===== src/rtl/prbs_pkg.sv =====
// ---------------------------------------------------------------------------
// prbs_pkg
// Shared definitions for the PRBS bit source: supported LFSR orders and their
// feedback taps, FSM state encoding and the emitted-bit counter width.
// No ports (package).
// ---------------------------------------------------------------------------
package prbs_pkg;

    localparam int BIT_CNT_W = 32;
    localparam int ERR_CNT_W = 16;

    // Supported orders and their second feedback tap (polynomial x^N + x^T + 1)
    localparam int ORDER_7  = 7;
    localparam int TAP_7    = 6;
    localparam int ORDER_15 = 15;
    localparam int TAP_15   = 14;
    localparam int ORDER_23 = 23;
    localparam int TAP_23   = 18;
    localparam int ORDER_31 = 31;
    localparam int TAP_31   = 28;

    typedef enum logic {
        ST_IDLE = 1'b0,
        ST_RUN  = 1'b1
    } prbs_state_e;

    // Returns the tap for a supported order, 0 for anything else.
    function automatic int prbs_tap(input int order);
        int tap;
        case (order)
            ORDER_7:  tap = TAP_7;
            ORDER_15: tap = TAP_15;
            ORDER_23: tap = TAP_23;
            ORDER_31: tap = TAP_31;
            default:  tap = 0;
        endcase
        return tap;
    endfunction

    function automatic bit prbs_order_ok(input int order);
        return prbs_tap(order) != 0;
    endfunction

endpackage


===== src/rtl/prbs_lfsr_core.sv =====
// ---------------------------------------------------------------------------
// prbs_lfsr_core
// Fibonacci LFSR of length N with feedback fb = q[N-1] ^ q[T-1]. An advance
// shifts fb into bit 0. A load replaces the register; an all-zero load value
// is replaced by all ones so the register can never lock up.
//
// Ports:
//   clk        in   clock
//   rstn       in   asynchronous reset, active-low (register <- INIT)
//   load       in   load load_val (has priority over advance)
//   load_val   in   N  value to load
//   advance    in   shift one step
//   fb_out     out  feedback bit, i.e. the bit produced by the next advance
//   state_out  out  N  current register contents
// ---------------------------------------------------------------------------
module prbs_lfsr_core #(
    parameter int             N    = 7,
    parameter int             T    = 6,
    parameter logic [N-1:0]   INIT = '1
) (
    input  logic         clk,
    input  logic         rstn,
    input  logic         load,
    input  logic [N-1:0] load_val,
    input  logic         advance,
    output logic         fb_out,
    output logic [N-1:0] state_out
);

    logic [N-1:0] lfsr_q;
    logic [N-1:0] lfsr_d;
    logic         fb;

    assign fb = lfsr_q[N-1] ^ lfsr_q[T-1];

    always_comb begin
        lfsr_d = lfsr_q;
        if (load) begin
            lfsr_d = (load_val == '0) ? '1 : load_val;
        end else if (advance) begin
            lfsr_d = {lfsr_q[N-2:0], fb};
        end
    end

    always_ff @(posedge clk or negedge rstn) begin
        if (!rstn) begin
            lfsr_q <= INIT;
        end else begin
            lfsr_q <= lfsr_d;
        end
    end

    assign fb_out    = fb;
    assign state_out = lfsr_q;

endmodule


===== src/rtl/prbs_bit_source.sv =====
// ---------------------------------------------------------------------------
// prbs_bit_source
// Paced serial PRBS7/15/23/31 generator feeding the Gray/PAM4 symbol encoder.
// One bit is emitted every rate_div+1 clocks while running; the LFSR state is
// kept across stop/start so a stopped stream resumes where it left off.
//
// Optional build macro PRBS_ERR_INJ_EN adds single-bit error injection
// (err_inject input, err_count output). Without it bit_out is the raw LFSR bit.
//
// Ports:
//   clk         in   clock
//   rstn        in   asynchronous reset, active-low
//   start       in   IDLE: begin generation, capture rate_div
//   stop        in   RUN: return to IDLE (no bit on that edge)
//   rate_div    in   DIV_W  inter-bit spacing minus one
//   seed_load   in   IDLE: load seed_in into the LFSR
//   seed_in     in   PRBS_ORDER  seed value (zero is replaced by all ones)
//   bit_out     out  generated bit, valid with bit_valid
//   bit_valid   out  one-cycle qualifier per bit
//   busy        out  high while running
//   bit_count   out  32  bits since last start, saturating
//   seed_fixed  out  sticky zero-seed-replaced flag, cleared on start
//   err_inject  in   (PRBS_ERR_INJ_EN) invert the next emitted bit
//   err_count   out  16 (PRBS_ERR_INJ_EN) injected errors since start, saturating
// ---------------------------------------------------------------------------
module prbs_bit_source
    import prbs_pkg::*;
#(
    parameter int                      PRBS_ORDER   = 7,
    parameter logic [PRBS_ORDER-1:0]   DEFAULT_SEED = '1,
    parameter int                      DIV_W        = 16
) (
    input  logic                   clk,
    input  logic                   rstn,
    input  logic                   start,
    input  logic                   stop,
    input  logic [DIV_W-1:0]       rate_div,
    input  logic                   seed_load,
    input  logic [PRBS_ORDER-1:0]  seed_in,
    output logic                   bit_out,
    output logic                   bit_valid,
    output logic                   busy,
    output logic [BIT_CNT_W-1:0]   bit_count,
    output logic                   seed_fixed
`ifdef PRBS_ERR_INJ_EN
    ,
    input  logic                   err_inject,
    output logic [ERR_CNT_W-1:0]   err_count
`endif
);

    localparam int TAP = prbs_tap(PRBS_ORDER);

    if (!prbs_order_ok(PRBS_ORDER)) begin : g_bad_order
        $error("prbs_bit_source: PRBS_ORDER must be 7, 15, 23 or 31");
    end

    prbs_state_e            state_q, state_d;
    logic [DIV_W-1:0]       cnt_q, cnt_d;
    logic [DIV_W-1:0]       rate_q, rate_d;
    logic                   bit_out_q, bit_out_d;
    logic                   bit_valid_q, bit_valid_d;
    logic                   busy_q, busy_d;
    logic [BIT_CNT_W-1:0]   bit_count_q, bit_count_d;
    logic                   seed_fixed_q, seed_fixed_d;

    logic                   lfsr_load;
    logic                   lfsr_adv;
    logic                   lfsr_fb;
    logic [PRBS_ORDER-1:0]  lfsr_state_unused;

`ifdef PRBS_ERR_INJ_EN
    logic                   err_armed_q, err_armed_d;
    logic [ERR_CNT_W-1:0]   err_count_q, err_count_d;
`endif

    prbs_lfsr_core #(
        .N    (PRBS_ORDER),
        .T    (TAP),
        .INIT (DEFAULT_SEED)
    ) u_lfsr (
        .clk       (clk),
        .rstn      (rstn),
        .load      (lfsr_load),
        .load_val  (seed_in),
        .advance   (lfsr_adv),
        .fb_out    (lfsr_fb),
        .state_out (lfsr_state_unused)
    );

    always_comb begin
        state_d      = state_q;
        cnt_d        = cnt_q;
        rate_d       = rate_q;
        bit_out_d    = bit_out_q;
        bit_valid_d  = 1'b0;
        bit_count_d  = bit_count_q;
        seed_fixed_d = seed_fixed_q;
        lfsr_load    = 1'b0;
        lfsr_adv     = 1'b0;
`ifdef PRBS_ERR_INJ_EN
        // A pulse arms the flag in any state; repeated pulses collapse into one.
        err_armed_d  = err_armed_q | err_inject;
        err_count_d  = err_count_q;
`endif

        case (state_q)
            ST_IDLE: begin
                if (start) begin
                    state_d      = ST_RUN;
                    rate_d       = rate_div;
                    cnt_d        = rate_div;
                    bit_count_d  = '0;
                    seed_fixed_d = 1'b0;
`ifdef PRBS_ERR_INJ_EN
                    err_count_d  = '0;
`endif
                end else if (seed_load) begin
                    lfsr_load = 1'b1;
                    if (seed_in == '0) begin
                        seed_fixed_d = 1'b1;
                    end
                end
            end

            ST_RUN: begin
                if (stop) begin
                    state_d = ST_IDLE;
                end else if (cnt_q == '0) begin
                    lfsr_adv    = 1'b1;
                    bit_valid_d = 1'b1;
                    bit_out_d   = lfsr_fb;
                    cnt_d       = rate_q;
                    if (bit_count_q != '1) begin
                        bit_count_d = bit_count_q + 1'b1;
                    end
`ifdef PRBS_ERR_INJ_EN
                    // Only the emitted bit is corrupted; the LFSR keeps running
                    // clean so the downstream checker can resync on its own.
                    if (err_armed_q) begin
                        bit_out_d   = ~lfsr_fb;
                        err_armed_d = err_inject;
                        if (err_count_q != '1) begin
                            err_count_d = err_count_q + 1'b1;
                        end
                    end
`endif
                end else begin
                    cnt_d = cnt_q - 1'b1;
                end
            end

            default: begin
                state_d = ST_IDLE;
            end
        endcase

        busy_d = (state_d == ST_RUN);
    end

    always_ff @(posedge clk or negedge rstn) begin
        if (!rstn) begin
            state_q      <= ST_IDLE;
            cnt_q        <= '0;
            rate_q       <= '0;
            bit_out_q    <= 1'b0;
            bit_valid_q  <= 1'b0;
            busy_q       <= 1'b0;
            bit_count_q  <= '0;
            seed_fixed_q <= 1'b0;
        end else begin
            state_q      <= state_d;
            cnt_q        <= cnt_d;
            rate_q       <= rate_d;
            bit_out_q    <= bit_out_d;
            bit_valid_q  <= bit_valid_d;
            busy_q       <= busy_d;
            bit_count_q  <= bit_count_d;
            seed_fixed_q <= seed_fixed_d;
        end
    end

`ifdef PRBS_ERR_INJ_EN
    always_ff @(posedge clk or negedge rstn) begin
        if (!rstn) begin
            err_armed_q <= 1'b0;
            err_count_q <= '0;
        end else begin
            err_armed_q <= err_armed_d;
            err_count_q <= err_count_d;
        end
    end

    assign err_count = err_count_q;
`endif

    assign bit_out    = bit_out_q;
    assign bit_valid  = bit_valid_q;
    assign busy       = busy_q;
    assign bit_count  = bit_count_q;
    assign seed_fixed = seed_fixed_q;

endmodule


===== config.mk =====
export PLATFORM = sky130hd
export DESIGN_NAME = prbs_bit_source
export DESIGN_NICKNAME = d
export VERILOG_FILES = /design/src/rtl/prbs_pkg.sv /design/src/rtl/prbs_lfsr_core.sv /design/src/rtl/prbs_bit_source.sv
export SDC_FILE = /design/constraint.sdc
export NUM_CORES = 1
export LEC_CHECK = 0
export BUFFER_PORTS_ARGS = -buffer_cell sky130_fd_sc_hd__buf_2
export CAP_MARGIN = 20
export CORE_AREA = 2 2 111 113
export DETAILED_ROUTE_END_ITERATION = 6
export DIE_AREA = 0 0 113 115
export PLACE_DENSITY = 0.65
export SYNTH_ARGS = -nofsm -noshare
export SYNTH_HDL_FRONTEND = slang
export SYNTH_SLANG_ARGS = --single-unit

===== constraint.sdc =====
create_clock -name clk -period 3.2 [get_ports clk]
set_input_delay 0.32 -clock clk [delete_from_list [all_inputs] [get_ports clk]]
set_output_delay 0.32 -clock clk [all_outputs]
set_load 0.01 [all_outputs]

* Yosys cells after proc, flatten, opt, wreduce, memory -nomap -nowiden *
Index checks and enable logic that the tools add are counted.

storage, ports and cells
  ROM bits = 0
  word-level logic and storage cells = 52
  latch bits = 0
  memories kept = 0
  bits in registers = 75
  bits in writable memories = 0
  output and inout port bits = 36
  input port bits = 28

operators by class
  div/mod/pow operators = 0
  $lt $le $gt $ge = 0
  equality and inequality tests = 5
  multiplexer cells = 24
  reductions and logical operators = 10
  multipliers = 0
  bitwise logic cells = 3
  $add $sub $neg = 2
  shift-type cells = 0

operators by type and width
  kind                                                                  count
  32-bit two-way mux                                                    4
  32-bit case mux with 2 select lines                                   1
  16-bit two-way mux                                                    3
  32-bit by 1-bit adder with 32-bit output, second input constant       1
  32-bit != test, second input constant                                 1
  16-bit case mux with 2 select lines                                   1
  7-bit two-way mux                                                     3
  16-bit zero test                                                      1
  16-bit by 1-bit subtractor with 16-bit output, second input constant  1
  1-bit two-way mux                                                     11
  7-bit zero test                                                       1
  3-bit AND reduction                                                   2
  2-bit nonzero test                                                    3
  2-bit by 1-bit != test with 1-bit output, second input constant       2
  2-bit != test, second input constant                                  2
  2-bit AND reduction                                                   2
  4-bit AND reduction                                                   1
  1-bit NOT                                                             2
  1-bit case mux with 2 select lines                                    1
  1-bit bitwise XOR                                                     1

* Depth between registers and ports, before layout *
Gate-level depths: netlist (run 1).

  depth in word-level cells = 6
  depth in mapped cells = 9
  depth with buffers taken out = 8

* Cells and area by module *
From an unflattened synthesis (run 1), not the netlist that was laid out.

second synthesis, totals
  cells, all modules = 487
  area total of the unflattened synthesis = 4411.7 µm²

by module, submodules not included
  module           cells each  area an instance (µm²)  sequential area each (µm²)  times used
  prbs_bit_source  444         3957.5                  1701.6                      1
  prbs_lfsr_core   43          454.2                   183.9                       1

* Worst setup path before layout (run 1) *
No wires, ideal clock.

  path type = register to register
  start point = reg cnt_q[0]
  end point = reg bit_count_q[29] (netlist: bit_count[29])
  buffers on the path = 1
  slack = 0.830 ns
  arrival time = 2.292 ns
  cell stages (with the launch flop) = 9
  path through = dfrtp_1 -> inv_1 -> ha_1 -> nor4b_4 -> nand4_2 -> or4_1 -> buf_2 -> or4_1 -> a21oi_1

between the ends
  word-level cells in the longest chain between the ends = 3

ends and longest elaborated chain
  item                                                RTL line                source
  start, declared                                     prbs_bit_source.sv:59   logic [DIV_W-1:0] cnt_q, cnt_d;
  start signal, assigned                              prbs_bit_source.sv:173  cnt_q <= cnt_d;
  16-bit zero test                                    prbs_bit_source.sv:129  end else if (cnt_q == '0) begin
  2-bit by 1-bit != test with 1-bit output (no line)  --
  4-bit AND reduction (no line)                       --
  end signal, assigned                                prbs_bit_source.sv:178  bit_count_q <= bit_count_d;
  end, declared                                       prbs_bit_source.sv:64   logic [BIT_CNT_W-1:0] bit_count_q, bit_count_d;

No other way between the ends.
A chain may end at the register's enable or synchronous reset.

* Worst setup path after layout (run 1) *
  start point = reg cnt_q[0]
  end point = reg bit_count_q[15] (netlist: bit_count[15])

Same word-level chain as after synthesis.

==> metrics.txt, run 1 <==
Synth Instances 459; # rows 40; postcts setup bufs 0; clk slew on worst S/H paths 60 ps; setup violators final 0; placed insts around 660; CTS tree done; width of the die 113 um; Slew @ Worst Pin 1060 ps; routed via count 3768; drc violations 7; WL/cell 16.1 um; Fin Setup TNS 0 ps; hold slack 81.8 ps; largest net degree at the start of global routing 43; R2R depth 8; CTS root buf clkbuf_16; outcome finished with violations; Critical Path Stages 8; R2R setup slack around 350 ps; # diodes 0; CP top delay family simple AND/OR/NAND/NOR gates; switch share 30.5%; Initial Utilization between 30 and 40%; # hold bufs at CTS 0; failing checks DRC; Pre-antenna DRT Iters 6; synth cell count leaders nand2_1, dfrtp_1, a21oi_1; number of gates resized after cts 0; area delta synth->final 19.3%; Die Ht 115 um; RR Startpoint cnt_q[0]; Max Cap Viol 0; Detail Route Antenna Nets 0; global route total overflow 0; CP Cell Sequence inv_1 > ha_1 > or4b_1 > nor2_1 > o311ai_2 > buf_4 > or4_1 > a21oi_1; non-filler cells, final 675; CTS Buffer Depth 2; die area 13000 um2; critical path capture point type flop; Psw between 0.7 and 0.8 mW; synthesized flop and latch total 75; IO Count between 60 and 70; Avg Cell Area, Syn 8.84 um2; via/cell ratio roughly 5.6; max incr delay on CP 470 ps; Syn Nets 490; VDD IR max roughly 0.00044 V; H-tree levels 3; nets@finish 554; pwr dens 538 nW/um2; core area 11800 um2; Clk pwr share 34.4%; EDFF count, synth 0; vias in the first global route 3559; CP startpoint kind flop; Unique masters post-synth 54; port bufs 63; Internal 1.81 mW; Tot Pwr ~2.6 mW; post-synthesis async set-or-reset flop share 100%; Final Slew Violations 0; Critical Path Start cnt_q[0]; Comb pwr share 17.6%; RR Endpoint bit_count[15]; Synth area leader dfrtp_1; share of cells above drive strength 1 20.1%; slew margin rel. between 20% and 30%; sequential fraction of the synthesis area ~46%; Detail Placement HPWL 7.65 mm; Reg power frac 48.0%; Synth top area share 41.9%; Fin. Hold Viols 0; synth top area cells dfrtp_1, nand2_1, a21oi_1; required time worst endpoint 3460 ps; Worst EP arrival just over 3000 ps; final period utilization 89.1%; YS warnings 0; first-pass GRT wire length 17.8 mm; slowest CP cell or4_1; DRT Wirelength 10.9 mm; clock skew 6.74 ps; LEAKAGE 2.13 nW; Synth Flop Type dfrtp_1; clock latency on the worst-skew pair 340 ps; crit path buf inv count 2; area of the mapped netlist 4060 um2; CP Class reg2reg; RSZ-0062 raised after global routing false; most numerous cell in the Yosys netlist nand2_1; GRT Util Overall 17.1%; Final min period 2850 ps; Num Clock Sinks 75; antenna violations before repair 0; Max Clk Rate 0.351 GHz; Critical Path Fanout Max 17; initial DRC count between 150 and 200; total CTS buffers 9; worst hold path class in2async; CP endpoint bit_count[15]; RD Place Congestion 0.842
power by group through the flow:
stage | Sequential [mW] | Combinational, mW | Clock, mW
5_1_grt | 1.27 | 0.521 | 0.966
3_5_place_dp | 1.26 | 0.457 | 0
6_report | 1.25 | 0.459 | 0.898
2_1_floorplan | 1.22 | 0.341 | 0
4_1_cts | 1.25 | 0.462 | 0.923
3_3_place_gp | 1.25 | 0.442 | 0
metrics by stage:
step	instance area [um2]	utilization [%]	worst slack (ps)
after CTS	4840	41.0	376
after global routing	4840	41.0	164
after floorplan	4060	-	830
final	4840	41.0	350
after global placement	4590	38.8	502
after detailed placement	4590	38.8	393
routing by layer:
metal / GRT usage (%) / routed length, um / vias up / part of all wire, %
met5: 0 / 0 / - / 0
met4: 6.34 / 223 / 0 / 2.0
met3: 4.53 / 570 / 24 / 5.2
met2: 27.2 / 5020 / 106 / 46
met1: 22.6 / 5080 / 1813 / 47
li1: - / - / 1825 / -
cell type report:
cell class / instances / area, um2
clock buffer: 12 / 236
clock inverter: 4 / 20.0
fill: 1204 / 6970
inverter: 9 / 33.8
multi-input combinational: 352 / 2060
sequential: 75 / 1890
tap: 147 / 184
timing repair buffer: 76 / 425
state kept, by name (all words and copies together) (netlist names):
signal            cells
bit_count            32
cnt_q                16
rate_q               16
u_lfsr.state_out      7
bit_out               1
bit_valid             1
busy                  1
seed_fixed            1
cells in the final DEF, fill, tap and decap left out, types with 5 or more instances in the layout:
master     count
a21oi_1       40
a31oi_1       10
and4_1         6
buf_2         63
buf_4         12
clkbuf_16      9
dfrtp_1       68
dfstp_2        7
inv_1          7
mux2i_1        7
nand2_1       96
nand3_1       16
nand4_1       11
nor2_1        14
nor3_1         9
nor4_1         8
o21ai_0       22
o22ai_1        5
o31ai_1       18
or3_1         14
or4_1         17
xnor2_1        6
xor2_1         5
worst min-delay path by stage:
stage | end | slack [ps] | cells after the start
after floorplan | bit_count[0] | 20 | 0
after global placement | bit_count[29] | 450 | 1
after detailed placement | bit_count[26] | 450 | 1
after CTS | bit_count[26] | 90 | 1
after global routing | bit_count[27] | 150 | 1
final | bit_count[31] | 80 | 1
worst register-to-register path, stage by stage (launching register included):
cell and delay (ps):
dfrtp_1 410, inv_1 130, ha_1 180, or4b_1 460, nor2_1 320, o311ai_2 360, buf_4 300, or4_1 470
a21oi_1 150
logic make-up (layout without fill, tap and decap cells):
family / count (synthesis) / after routing / share of synthesized area, %
compound gates: 112 / 112 / 16.7
xor+xnor: 11 / 11 / 2.37
fa+ha+maj: 3 / 3 / 0.925
buf+inv: 32 / 101 / 3.21
flops: 75 / 75 / 46.5
mux: 7 / 7 / 1.73
simple gates: 219 / 219 / 28.6
Power figures use the tool's default switching activity.
==> run 2: changes to the inputs <==
REMOVE_ABC_BUFFERS = 1   (was default)
==> metrics.txt, run 2 (synthesis gave the netlist of run 1 again) <==
RD Place Congestion 0.847; # hold bufs at CTS 0; Max Cap Viol 0; slew margin rel. between 30 and 40%; antenna violations before repair 0; Worst EP arrival 2900 ps; critical path capture point type flop; Critical Path Fanout Max 30; R2R setup slack around 560 ps; Critical Path Start cnt_q[0]; crit path buf inv count 2; worst hold path class in2async; total CTS buffers 9; Fin. Hold Viols 0; LEAKAGE about 2.1 nW; VDD IR max 0.000367 V; GRT Util Overall 17.3%; slowest CP cell or4_1; postcts setup bufs 0; max reg flops 32; CP startpoint kind flop; nets@finish 551; clock latency on the worst-skew pair 340 ps; Detail Placement HPWL 7.50 mm; width of the die 113 um; failing checks DRC; global route total overflow 0; Final min period between 2000 and 3000 ps; pwr dens 549 nW/um2; CTS tree done; Slew @ Worst Pin about 950 ps; Fin Setup TNS 0 ps; share of cells above drive strength 1 19.8%; port bufs 63; Final Slew Violations 0; CP Class reg2reg; Num Clock Sinks 75; largest net degree at the start of global routing 76; Initial Utilization 34.4%; RR Endpoint bit_count[7]; via/cell ratio roughly 5.6; CTS root buf clkbuf_16; routed via count 3757; RSZ-0062 raised after global routing false; DRT Wirelength 10.7 mm; Critical Path Stages 8; max incr delay on CP 480 ps; number of gates resized after cts 0; die area approximately 13000 um2; RR Startpoint cnt_q[0]; clk slew on worst S/H paths approximately 60 ps; Detail Route Antenna Nets 0; CTS Buffer Depth 2; CP endpoint bit_count[7]; vias in the first global route 3579; required time worst endpoint ~3500 ps; core area 11800 um2; first-pass GRT wire length ~18 mm; # diodes 0; Final Util 40.9%; initial DRC count about 270; Max Clk Rate 0.379 GHz; # rows 40; most common cell after layout, fill and taps aside nand2_1; Tot Pwr 2.65 mW; area delta synth->final 19.1%; drc violations 3; Layout fillers 1160; WL/cell 15.9 um; Pre-antenna DRT Iters 6; CP top delay family simple AND/OR/NAND/NOR gates; IO Count 64; clock skew between 5 and 6 ps; outcome finished with violations; R2R depth 8; CP Cell Sequence inv_1 > ha_1 > or4b_1 > nor2_1 > o311ai_2 > buf_4 > or4_1 > a21oi_1; setup violators final 0; Die Ht between 100 and 150 um; most frequent cells in the layout nand2_1, dfrtp_1, buf_2, a21oi_1, o21ai_0; H-tree levels 3; final period utilization between 80% and 90%
run 2: changes by cell type in the layout (fill, tap and decap cells not counted), sizes merged:
cell and change:
clkbuf +2, buf -3, clkinv -2
run 2: metrics by stage:
step / setup slack [ps] / hold slack [ps] / cells / instance area (um2)
final: 561 / 140 / 672 / 4830
after CTS: 586 / 176 / 672 / 4830
after global placement: 702 / 451 / 656 / 4550
after floorplan: 97.6 / 24.4 / 436 / 3960
after detailed placement: 597 / 458 / 656 / 4550
after global routing: 390 / 199 / 672 / 4830
run 2: routing by layer:
| metal | part of all wire, % | vias up | global-route usage [%] |
|---|---|---|---|
| met2 | 46 | 112 | 27.1 |
| li1 | - | 1820 | - |
| met4 | 1.7 | 0 | 5.69 |
| met5 | 0 | - | 0 |
| met1 | 45 | 1812 | 22.8 |
| met3 | 6.8 | 13 | 5.54 |
run 2: how the worst min path moves through the flow:
stage | from | endpoint | slack [ps]
after floorplan | rstn | bit_count[0] | 20
after global placement | rate_q[14] | rate_q[14] | 450
after detailed placement | rate_q[14] | rate_q[14] | 460
after CTS | rstn | rate_q[12] | 180
after global routing | rate_div[3] | rate_q[3] | 200
final | rstn | rate_q[9] | 140
run 2: power by group:
part	leakage, nW	internal (mW)	switching, mW
clock network	0.143	0.586	0.381
logic	1.02	0.192	0.248
registers	0.958	1.09	0.153
run 2: layout make-up:
| type | count | area, um2 | area share (%) |
|---|---|---|---|
| Inverter | 9 | 33.8 | 0.699 |
| Clock buffer | 14 | 274 | 5.67 |
| Tap cell | 147 | 184 | 3.81 |
| Clock inverter | 2 | 10.0 | 0.207 |
| Sequential cell | 75 | 1890 | 39.0 |
| Timing Repair Buffer | 73 | 393 | 8.13 |
| Multi-Input combinational cell | 352 | 2050 | 42.5 |
